<file path="config.mk">
export PLATFORM = sky130hd
export DESIGN_NAME = mem_stage
export DESIGN_NICKNAME = d
export VERILOG_FILES = /design/src/rtl/mem_stage_pkg.sv /design/src/rtl/mem_stage_load_align.sv /design/src/rtl/mem_stage.sv
export SDC_FILE = /design/constraint.sdc
export NUM_CORES = 1
export LEC_CHECK = 0
export CELL_PAD_IN_SITES_DETAIL_PLACEMENT = 0
export CELL_PAD_IN_SITES_GLOBAL_PLACEMENT = 1
export CORE_AREA = 2 2 207 209
export DETAILED_ROUTE_END_ITERATION = 8
export DIE_AREA = 0 0 209 211
export GPL_TIMING_DRIVEN = 0
export PLACE_DENSITY_LB_ADDON = 0.1
export RECOVER_POWER = 50
export SETUP_SLACK_MARGIN = 0.5
export SYNTH_ARGS = -nofsm -noshare
export SYNTH_HDL_FRONTEND = slang
export SYNTH_SLANG_ARGS = --single-unit
</file>
<file path="constraint.sdc">
create_clock -name clk -period 9.8 [get_ports clk]
set_clock_uncertainty 0.05 [all_clocks]
set_input_delay 1.47 -clock clk [delete_from_list [all_inputs] [get_ports clk]]
set_output_delay 1.47 -clock clk [all_outputs]
set_load 0.05 [all_outputs]
</file>
<file path="src/rtl/mem_stage_pkg.sv">
// Shared field layouts, encodings and state type for the MEM pipeline stage.
package mem_stage_pkg;

    localparam int EX_MEM_W = 108;
    localparam int MEM_WB_W = 103;
    localparam int EXCEPT_W = 119;

    // Exception flags occupy the top byte of the except bundle; the rest is CSR payload.
    localparam int EXC_FLAG_MSB = 118;
    localparam int EXC_FLAG_LSB = 111;

    // mem_op field positions within the 5-bit mem_op sub-field.
    localparam int MOP_LOAD     = 4;
    localparam int MOP_STORE    = 3;
    localparam int MOP_SIZE_LSB = 1;
    localparam int MOP_UNS      = 0;

    typedef enum logic [1:0] {
        SIZE_B = 2'd0,
        SIZE_H = 2'd1,
        SIZE_W = 2'd2
    } size_e;

    typedef enum logic [1:0] {
        ST_IDLE   = 2'd0,
        ST_WAIT   = 2'd1,
        ST_HOLD   = 2'd2,
        ST_CANCEL = 2'd3
    } mem_state_e;

    typedef struct packed {
        logic        valid;
        logic [31:0] pc;
        logic [31:0] ir;
        logic        gr_we;
        logic [4:0]  rf_waddr;
        logic [31:0] alu_result;
        logic        is_load;
        logic        is_store;
        logic [1:0]  size;
        logic        uns;
    } ex_mem_zip_t;

    typedef struct packed {
        logic        valid;
        logic [31:0] pc;
        logic [31:0] ir;
        logic        gr_we;
        logic [4:0]  rf_waddr;
        logic [31:0] rf_wdata;
    } mem_wb_zip_t;

endpackage

</file>
<file path="src/rtl/mem_stage_load_align.sv">
// Load data alignment: shift the word down to the byte offset, then sign/zero extend.
module load_align
    import mem_stage_pkg::*;
(
    input  logic [31:0] i_rdata,
    input  logic [1:0]  i_addr,
    input  logic [1:0]  i_size,
    input  logic        i_unsigned,
    output logic [31:0] o_value
);

    logic [31:0] w_shifted;
    logic        w_sign_b;
    logic        w_sign_h;

    assign w_shifted = i_rdata >> {i_addr, 3'b000};
    assign w_sign_b  = ~i_unsigned & w_shifted[7];
    assign w_sign_h  = ~i_unsigned & w_shifted[15];

    always_comb begin
        o_value = w_shifted;
        case (i_size)
            SIZE_B:  o_value = {{24{w_sign_b}}, w_shifted[7:0]};
            SIZE_H:  o_value = {{16{w_sign_h}}, w_shifted[15:0]};
            default: o_value = w_shifted;
        endcase
    end

endmodule

</file>
<file path="src/rtl/mem_stage.sv">
// MEM pipeline stage: holds one instruction, tracks the data SRAM response, forms the WB bundle.
// Optional ID bypass output enabled by `define MEM_STAGE_FWD_EN.
module mem_stage
    import mem_stage_pkg::*;
(
    input  logic                clk,
    input  logic                rst,
    input  logic                EX_to_MEM,
    input  logic [EX_MEM_W-1:0] EX_to_MEM_zip,
    input  logic [EXCEPT_W-1:0] EX_except_zip,
    output logic                MEM_allowin,
    input  logic                WB_allowin,
    output logic                MEM_to_WB,
    output logic [MEM_WB_W-1:0] MEM_to_WB_zip,
    output logic [EXCEPT_W-1:0] MEM_except_zip,
    input  logic                data_sram_data_ok,
    input  logic [31:0]         data_sram_rdata,
    input  logic                flush,
    output logic [38:0]         mem_fwd
);

    mem_state_e    r_state;
    mem_state_e    w_state_nxt;
    logic          r_stage_valid;
    ex_mem_zip_t   r_ex;
    logic [EXCEPT_W-1:0] r_except;
    logic [31:0]   r_rdata;

    ex_mem_zip_t   w_in;
    logic          w_in_exc;
    logic          w_is_mem;
    logic          w_has_exc;
    logic          w_ready_go;
    logic          w_allowin;
    logic          w_capture;
    logic          w_start;
    logic          w_handover;
    logic [31:0]   w_load_src;
    logic [31:0]   w_load_val;
    logic [31:0]   w_wdata;
    mem_wb_zip_t   w_wb;
    logic          w_unused;

    assign w_in      = ex_mem_zip_t'(EX_to_MEM_zip);
    assign w_in_exc  = |EX_except_zip[EXC_FLAG_MSB:EXC_FLAG_LSB];
    assign w_is_mem  = r_ex.is_load | r_ex.is_store;
    assign w_has_exc = |r_except[EXC_FLAG_MSB:EXC_FLAG_LSB];

    // An excepting memory op never issued a request, so it is ready immediately.
    assign w_ready_go = ~w_is_mem | w_has_exc | (r_state == ST_HOLD)
                      | ((r_state == ST_WAIT) & data_sram_data_ok);

    // CANCEL blocks intake so a fresh access cannot consume the stale response.
    assign w_allowin  = (r_state != ST_CANCEL) & (~r_stage_valid | (w_ready_go & WB_allowin));
    assign w_capture  = EX_to_MEM & w_allowin;
    assign w_start    = w_capture & ~flush & (w_in.is_load | w_in.is_store) & ~w_in_exc;
    assign w_handover = r_stage_valid & w_ready_go & WB_allowin & ~flush;

    assign MEM_allowin = w_allowin;
    assign MEM_to_WB   = w_handover;

    always_ff @(posedge clk or posedge rst) begin
        if (rst) begin
            r_state <= ST_IDLE;
        end else begin
            r_state <= w_state_nxt;
        end
    end

    always_comb begin
        w_state_nxt = r_state;
        case (r_state)
            ST_IDLE: begin
                if (w_start) w_state_nxt = ST_WAIT;
            end
            ST_WAIT: begin
                if (data_sram_data_ok) begin
                    if (w_start)                 w_state_nxt = ST_WAIT;
                    else if (w_handover | flush) w_state_nxt = ST_IDLE;
                    else                         w_state_nxt = ST_HOLD;
                end else if (flush) begin
                    w_state_nxt = ST_CANCEL;
                end
            end
            ST_HOLD: begin
                if (w_start)                 w_state_nxt = ST_WAIT;
                else if (w_handover | flush) w_state_nxt = ST_IDLE;
            end
            ST_CANCEL: begin
                if (data_sram_data_ok) w_state_nxt = ST_IDLE;
            end
            default: w_state_nxt = ST_IDLE;
        endcase
    end

    always_ff @(posedge clk or posedge rst) begin
        if (rst) begin
            r_stage_valid <= 1'b0;
            r_ex          <= '0;
            r_except      <= '0;
            r_rdata       <= '0;
        end else begin
            if (flush)           r_stage_valid <= 1'b0;
            else if (w_capture)  r_stage_valid <= 1'b1;
            else if (w_handover) r_stage_valid <= 1'b0;

            if (w_capture) begin
                r_ex     <= w_in;
                r_except <= EX_except_zip;
            end

            if ((r_state == ST_WAIT) && data_sram_data_ok) begin
                r_rdata <= data_sram_rdata;
            end
        end
    end

    // Outside HOLD the live SRAM data is used, which gives the zero-bubble load path.
    assign w_load_src = (r_state == ST_HOLD) ? r_rdata : data_sram_rdata;

    load_align u_load_align (
        .i_rdata    (w_load_src),
        .i_addr     (r_ex.alu_result[1:0]),
        .i_size     (r_ex.size),
        .i_unsigned (r_ex.uns),
        .o_value    (w_load_val)
    );

    assign w_wdata = r_ex.is_load ? w_load_val : r_ex.alu_result;

    always_comb begin
        w_wb          = '0;
        w_wb.valid    = r_stage_valid & ~flush;
        w_wb.pc       = r_ex.pc;
        w_wb.ir       = r_ex.ir;
        w_wb.gr_we    = r_ex.gr_we;
        w_wb.rf_waddr = r_ex.rf_waddr;
        w_wb.rf_wdata = w_wdata;
    end

    assign MEM_to_WB_zip  = w_wb;
    assign MEM_except_zip = r_except;

`ifdef MEM_STAGE_FWD_EN
    assign mem_fwd = {r_stage_valid & r_ex.gr_we,
                      r_stage_valid & r_ex.is_load & ~w_ready_go,
                      r_ex.rf_waddr,
                      w_wdata};
`else
    assign mem_fwd = '0;
`endif

    assign w_unused = r_ex.valid;

endmodule

</file>
==> parameters.txt <==
Parameter                              Value

Clock tree
  Clock transition at the register clock pins on the worst setup and hold paths after CTS ... 0.05 ns
  Count of clock tree sinks ... 261
  Count of hold-fix buffers inserted at cts ... 0
  Setup Fix Bufs, Post-CTS ... 0
  Number of clock buffers inserted by TritonCTS ... 34
  CTS tree ... built
  Number of buffers on the longest clock path ... 3
  PostCTS Resize Cnt ... 0
  Number of H-tree levels ... 2
  Clock insertion delay at the later pin of the skew report ... 0.53 ns
  CTS root buf ... sky130_fd_sc_hd__clkbuf_16

Global routing
  Overall fraction of global-route tracks in use ... 0.193
  Via count of the first global-routing pass ... 9239
  Final global-route overflow total ... 0
  Maximum number of pins on one net before global-route repair ... 108
  Number of antenna violations at the first check in global routing ... 2
  Wire length of the first global-routing pass ... 63000 um

Placed design
  Instance area after placement ... 0.0183 mm2
  Weighted congestion reported at the end of routability-driven placement ... 0.774
  DP HPWL ... 33400 um
  Dpl ws ... 3.76 ns
  IO Port Bufs ... 487

Routing
  Total Routed Length ... 42800 um
  Number of vias per cell after detailed routing ... 4.36
  First-pass DRT Iterations ... 4
  Residual DRC count ... 0
  WL per Instance ... 21.2 um
  Initial DRC count ... 303
  Number of vias after detailed routing ... 8794
  Residual antenna-violating net count after detailed routing ... 0

Logic synthesis
  Parity-gate share of the synthesized area counting xor and xnor cells ... 0
  Synthesis warning total ... 0
  Post-synthesis share of cell area spent on full adders, half adders and majority gates ... 0
  Average instance area after synthesis ... 14.0 um2
  Flip-flop and latch count after synthesis ... 261
  Largest area contributor in the synthesized netlist ... sky130_fd_sc_hd__dfrtp_1
  Sequential share of the synthesized area ... 0.521
  Number of cells produced by synthesis ... 892
  Dominant cells by area after synthesis ... sky130_fd_sc_hd__dfrtp_1 52%, sky130_fd_sc_hd__mux2_4 17%, sky130_fd_sc_hd__mux2_2 12%, sky130_fd_sc_hd__buf_4 7.0%, sky130_fd_sc_hd__mux2i_1 2.2%
  Simple-gate portion of the synthesized area ... 0.0347
  Synth top area share ... 0.521
  Complex-gate fraction of the synthesized area ... 0.0374
  Multiplexer share of the synthesized area ... 0.312
  Cell area after synthesis ... 0.0125 mm2
  Dominant combinational cell family by area after synthesis ... multiplexers
  Number of library cell types mapped by synthesis ... 39

Timing
  Max-slew violations ... 61
  Relative slew slack ... -1.04
  Final setup violation count ... 0
  Minimum period implied by the final worst setup slack ... 6.09 ns
  Post-route setup slack ... 3.71 ns
  Unrepaired setup endpoints after global routing ... no
  Final cycle utilization of the critical path ... 0.622
  Hold violation total from the final report ... 0
  Worst slew pin tran ... 3.04 ns
  Peak Freq ... 164 MHz

Floorplan
  Placeable core region ... 0.0418 mm2
  Boundary Pins ... 528
  Chip height ... 211 um
  Area of the die ... 0.0441 mm2
  Die boundary width ... 209 um
  Starting Density ... 0.300
  Number of standard-cell rows in the floorplan ... 75

Critical path
  Required time worst endpoint ... 8.28 ns
  Critical-path top delay cell ... sky130_fd_sc_hd__clkdlybuf4s50_1
  Worst path most repeated cell ... sky130_fd_sc_hd__clkdlybuf4s50_1
  Launch point of the worst reg-to-reg path ... r_state[1]$_DFFE_PP0P_
  Register-to-register setup slack ... 6.51 ns
  Nature of the critical path startpoint ... input port
  Endpoint of the most critical register-to-register path ... MEM_except_zip[72]$_DFFE_PP0N_
  Capturing element type of the critical path ... output port
  Worst EP arrival ... 4.57 ns
  R2R depth ... 8
  WS Path Type ... input port to output port
  Highest cell delay on the worst timing path ... 0.88 ns
  Critical-path cell list ... clkdlybuf4s50_1 > a2111oi_0 > nor4_1 > a21boi_2 > buf_4 > a31oi_1 > clkdlybuf4s50_1
  Maximum fanout along the worst path ... 10

Outcome
  Violations in the final reports ... max-capacitance violations, max-slew violations
  Result of the run ... finished with violations

Pwr
  Static leakage ... 8.78 nW
  IR drop worst, VDD ... 0.0000887 V
  Ratio of total power to cell area ... 201 mW/mm2

Layout
  Cell area after layout ... 0.0194 mm2
  Fraction of layout instances using a drive strength above 1 ... 0.319
  Total inserted antenna cells ... 0
  Total area of multi-input combinational cells ... 0.00495 mm2
  Synth-to-layout area growth ... 55.1%
  Area taken by flip-flops and latches ... 0.00653 mm2
  Final net count ... 1720
  Count of fill cells added during filler insertion ... 3846

Worst hold path
  Hold endpoint ... MEM_except_zip[24]$_DFFE_PP0N_
  Worst hold path stage count ... 1
  Class of the tightest hold or removal check ... flip-flop to flip-flop
  Startpoint of the worst hold path ... MEM_except_zip[24]$_DFFE_PP0N_

Run
  Max_cap viols ... 1
==> metrics by stage <==
step | util | TNS, ns | instances | hold WS [ns] | total power (W)
floorplan | - | 0 | 930 | 0.421 | 0.00214
global placement | 0.436 | -856.80 | 1956 | 0.434 | 0.00263
detailed placement | 0.438 | 0 | 1958 | 0.440 | 0.00263
CTS | 0.466 | 0 | 2017 | 0.452 | 0.00398
global route | 0.465 | 0 | 2017 | 0.460 | 0.00407
finish | 0.465 | 0 | 2017 | 0.448 | 0.00391
==> cell usage after synthesis <==
cell and instances:
sky130_fd_sc_hd__dfrtp_1 261, sky130_fd_sc_hd__mux2_4 140, sky130_fd_sc_hd__mux2_2 132, sky130_fd_sc_hd__buf_4 117, sky130_fd_sc_hd__nor2_1 40, sky130_fd_sc_hd__nand2_1 28
sky130_fd_sc_hd__mux2i_1 27, sky130_fd_sc_hd__a31oi_1 24, sky130_fd_sc_hd__a21oi_1 19, sky130_fd_sc_hd__buf_6 16, sky130_fd_sc_hd__buf_2 10, sky130_fd_sc_hd__clkbuf_1 9
sky130_fd_sc_hd__buf_1 7, sky130_fd_sc_hd__o22ai_1 7, sky130_fd_sc_hd__a211o_1 6, sky130_fd_sc_hd__inv_1 5, sky130_fd_sc_hd__nor4_1 5, sky130_fd_sc_hd__and3b_1 4
sky130_fd_sc_hd__nand2b_1 4, sky130_fd_sc_hd__a211oi_1 3, sky130_fd_sc_hd__nor2b_1 3, sky130_fd_sc_hd__a21o_1 2, sky130_fd_sc_hd__and2_1 2, sky130_fd_sc_hd__mux4_2 2
sky130_fd_sc_hd__nor3_1 2, sky130_fd_sc_hd__o211ai_1 2, sky130_fd_sc_hd__o2bb2ai_1 2, sky130_fd_sc_hd__or3_1 2, sky130_fd_sc_hd__a2111oi_0 1, sky130_fd_sc_hd__a21boi_2 1
sky130_fd_sc_hd__a22o_1 1, sky130_fd_sc_hd__a22oi_1 1, sky130_fd_sc_hd__conb_1 1, sky130_fd_sc_hd__nand3_2 1, sky130_fd_sc_hd__nand3b_2 1, sky130_fd_sc_hd__nand4_1 1
sky130_fd_sc_hd__o211ai_2 1, sky130_fd_sc_hd__o21ai_2 1, sky130_fd_sc_hd__or2_2 1
==> cells in the final DEF, fill, tap and decap left out, types with 2 or more instances in the layout <==
cell,netlist,layout
sky130_fd_sc_hd__a211o_1,6,6
sky130_fd_sc_hd__a211oi_1,3,3
sky130_fd_sc_hd__a21o_1,2,2
sky130_fd_sc_hd__a21oi_1,19,19
sky130_fd_sc_hd__a31oi_1,24,24
sky130_fd_sc_hd__and2_1,2,2
sky130_fd_sc_hd__and3b_1,4,4
sky130_fd_sc_hd__buf_1,7,4
sky130_fd_sc_hd__buf_16,0,2
sky130_fd_sc_hd__buf_2,10,4
sky130_fd_sc_hd__buf_4,117,116
sky130_fd_sc_hd__buf_6,16,15
sky130_fd_sc_hd__bufinv_16,0,3
sky130_fd_sc_hd__clkbuf_1,9,24
sky130_fd_sc_hd__clkbuf_16,0,35
sky130_fd_sc_hd__clkbuf_8,0,12
sky130_fd_sc_hd__clkdlybuf4s50_1,0,471
sky130_fd_sc_hd__clkinv_2,0,2
sky130_fd_sc_hd__clkinvlp_4,0,2
sky130_fd_sc_hd__conb_1,1,39
sky130_fd_sc_hd__dfrtp_1,261,261
sky130_fd_sc_hd__dlygate4sd3_1,0,16
sky130_fd_sc_hd__inv_1,5,4
sky130_fd_sc_hd__mux2_2,132,132
sky130_fd_sc_hd__mux2_4,140,140
sky130_fd_sc_hd__mux2i_1,27,27
sky130_fd_sc_hd__mux4_2,2,2
sky130_fd_sc_hd__nand2_1,28,28
sky130_fd_sc_hd__nand2b_1,4,4
sky130_fd_sc_hd__nor2_1,40,40
sky130_fd_sc_hd__nor2b_1,3,3
sky130_fd_sc_hd__nor3_1,2,2
sky130_fd_sc_hd__nor4_1,5,5
sky130_fd_sc_hd__o211ai_1,2,2
sky130_fd_sc_hd__o22ai_1,7,7
sky130_fd_sc_hd__o2bb2ai_1,2,2
sky130_fd_sc_hd__or3_1,2,2
==> kinds of logic (layout without fill, tap and decap cells) <==
| group | Yosys count | count (layout) |
|---|---|---|
| AND/OR/NAND/NOR | 94 | 94 |
| AO/OA/AOI/OAI | 71 | 71 |
| buffers and inverters | 164 | 712 |
| other | 1 | 39 |
| multiplexers | 301 | 301 |
| flip-flops | 261 | 261 |
==> worst max path at each step <==
stage          slack, ns                              to  cells after the start                start
6_report            3.71               MEM_to_WB_zip[24]                      7   data_sram_rdata[7]
5_1_grt             3.59               MEM_to_WB_zip[23]                      7   data_sram_rdata[7]
4_1_cts             3.74               MEM_to_WB_zip[24]                      7  data_sram_rdata[31]
3_5_place_dp        3.76               MEM_to_WB_zip[24]                      7  data_sram_rdata[31]
3_3_place_gp       -3.31  MEM_except_zip[61]$_DFFE_PP0N_                      2                  rst
2_1_floorplan       1.10   MEM_except_zip[0]$_DFFE_PP0N_                      1                  rst
==> final cells by class <==
cell class,count,share of cell area
sequential,261,0.336
multi-input combinational,505,0.255
tap,539,0.0347
clock buffer,51,0.0543
buffer,159,0.0592
clock inverter,8,0.00637
inverter,5,0.00103
timing repair buffer,489,0.254
==> power breakdown <==
group,internal (W),switching (W)
combinational,0.000554,0.000779
clock,0.000822,0.000492
sequential,0.00120,0.0000665
==> layer usage <==
| metal | routed length, um | track usage |
|---|---|---|
| met5 | 27 | 0 |
| met3 | 2620 | 0.0503 |
| met2 | 22300 | 0.347 |
| met4 | 655 | 0.0490 |
| met1 | 17300 | 0.228 |
==> registers in the layout, summed over array words and instances (netlist names) <==
| name | cells |
|---|---|
| MEM_except_zip | 119 |
| MEM_to_WB_zip | 70 |
| r_ex | 37 |
| r_rdata | 32 |
| r_state | 2 |
| r_stage_valid | 1 |
==> critical path, delay by kind of cell <==
kind / cells / cell delay, ns
compound gates: 3 / 0.68
buf+inv: 3 / 1.65
simple gates: 1 / 0.77
(Power assumes the default switching activity.)
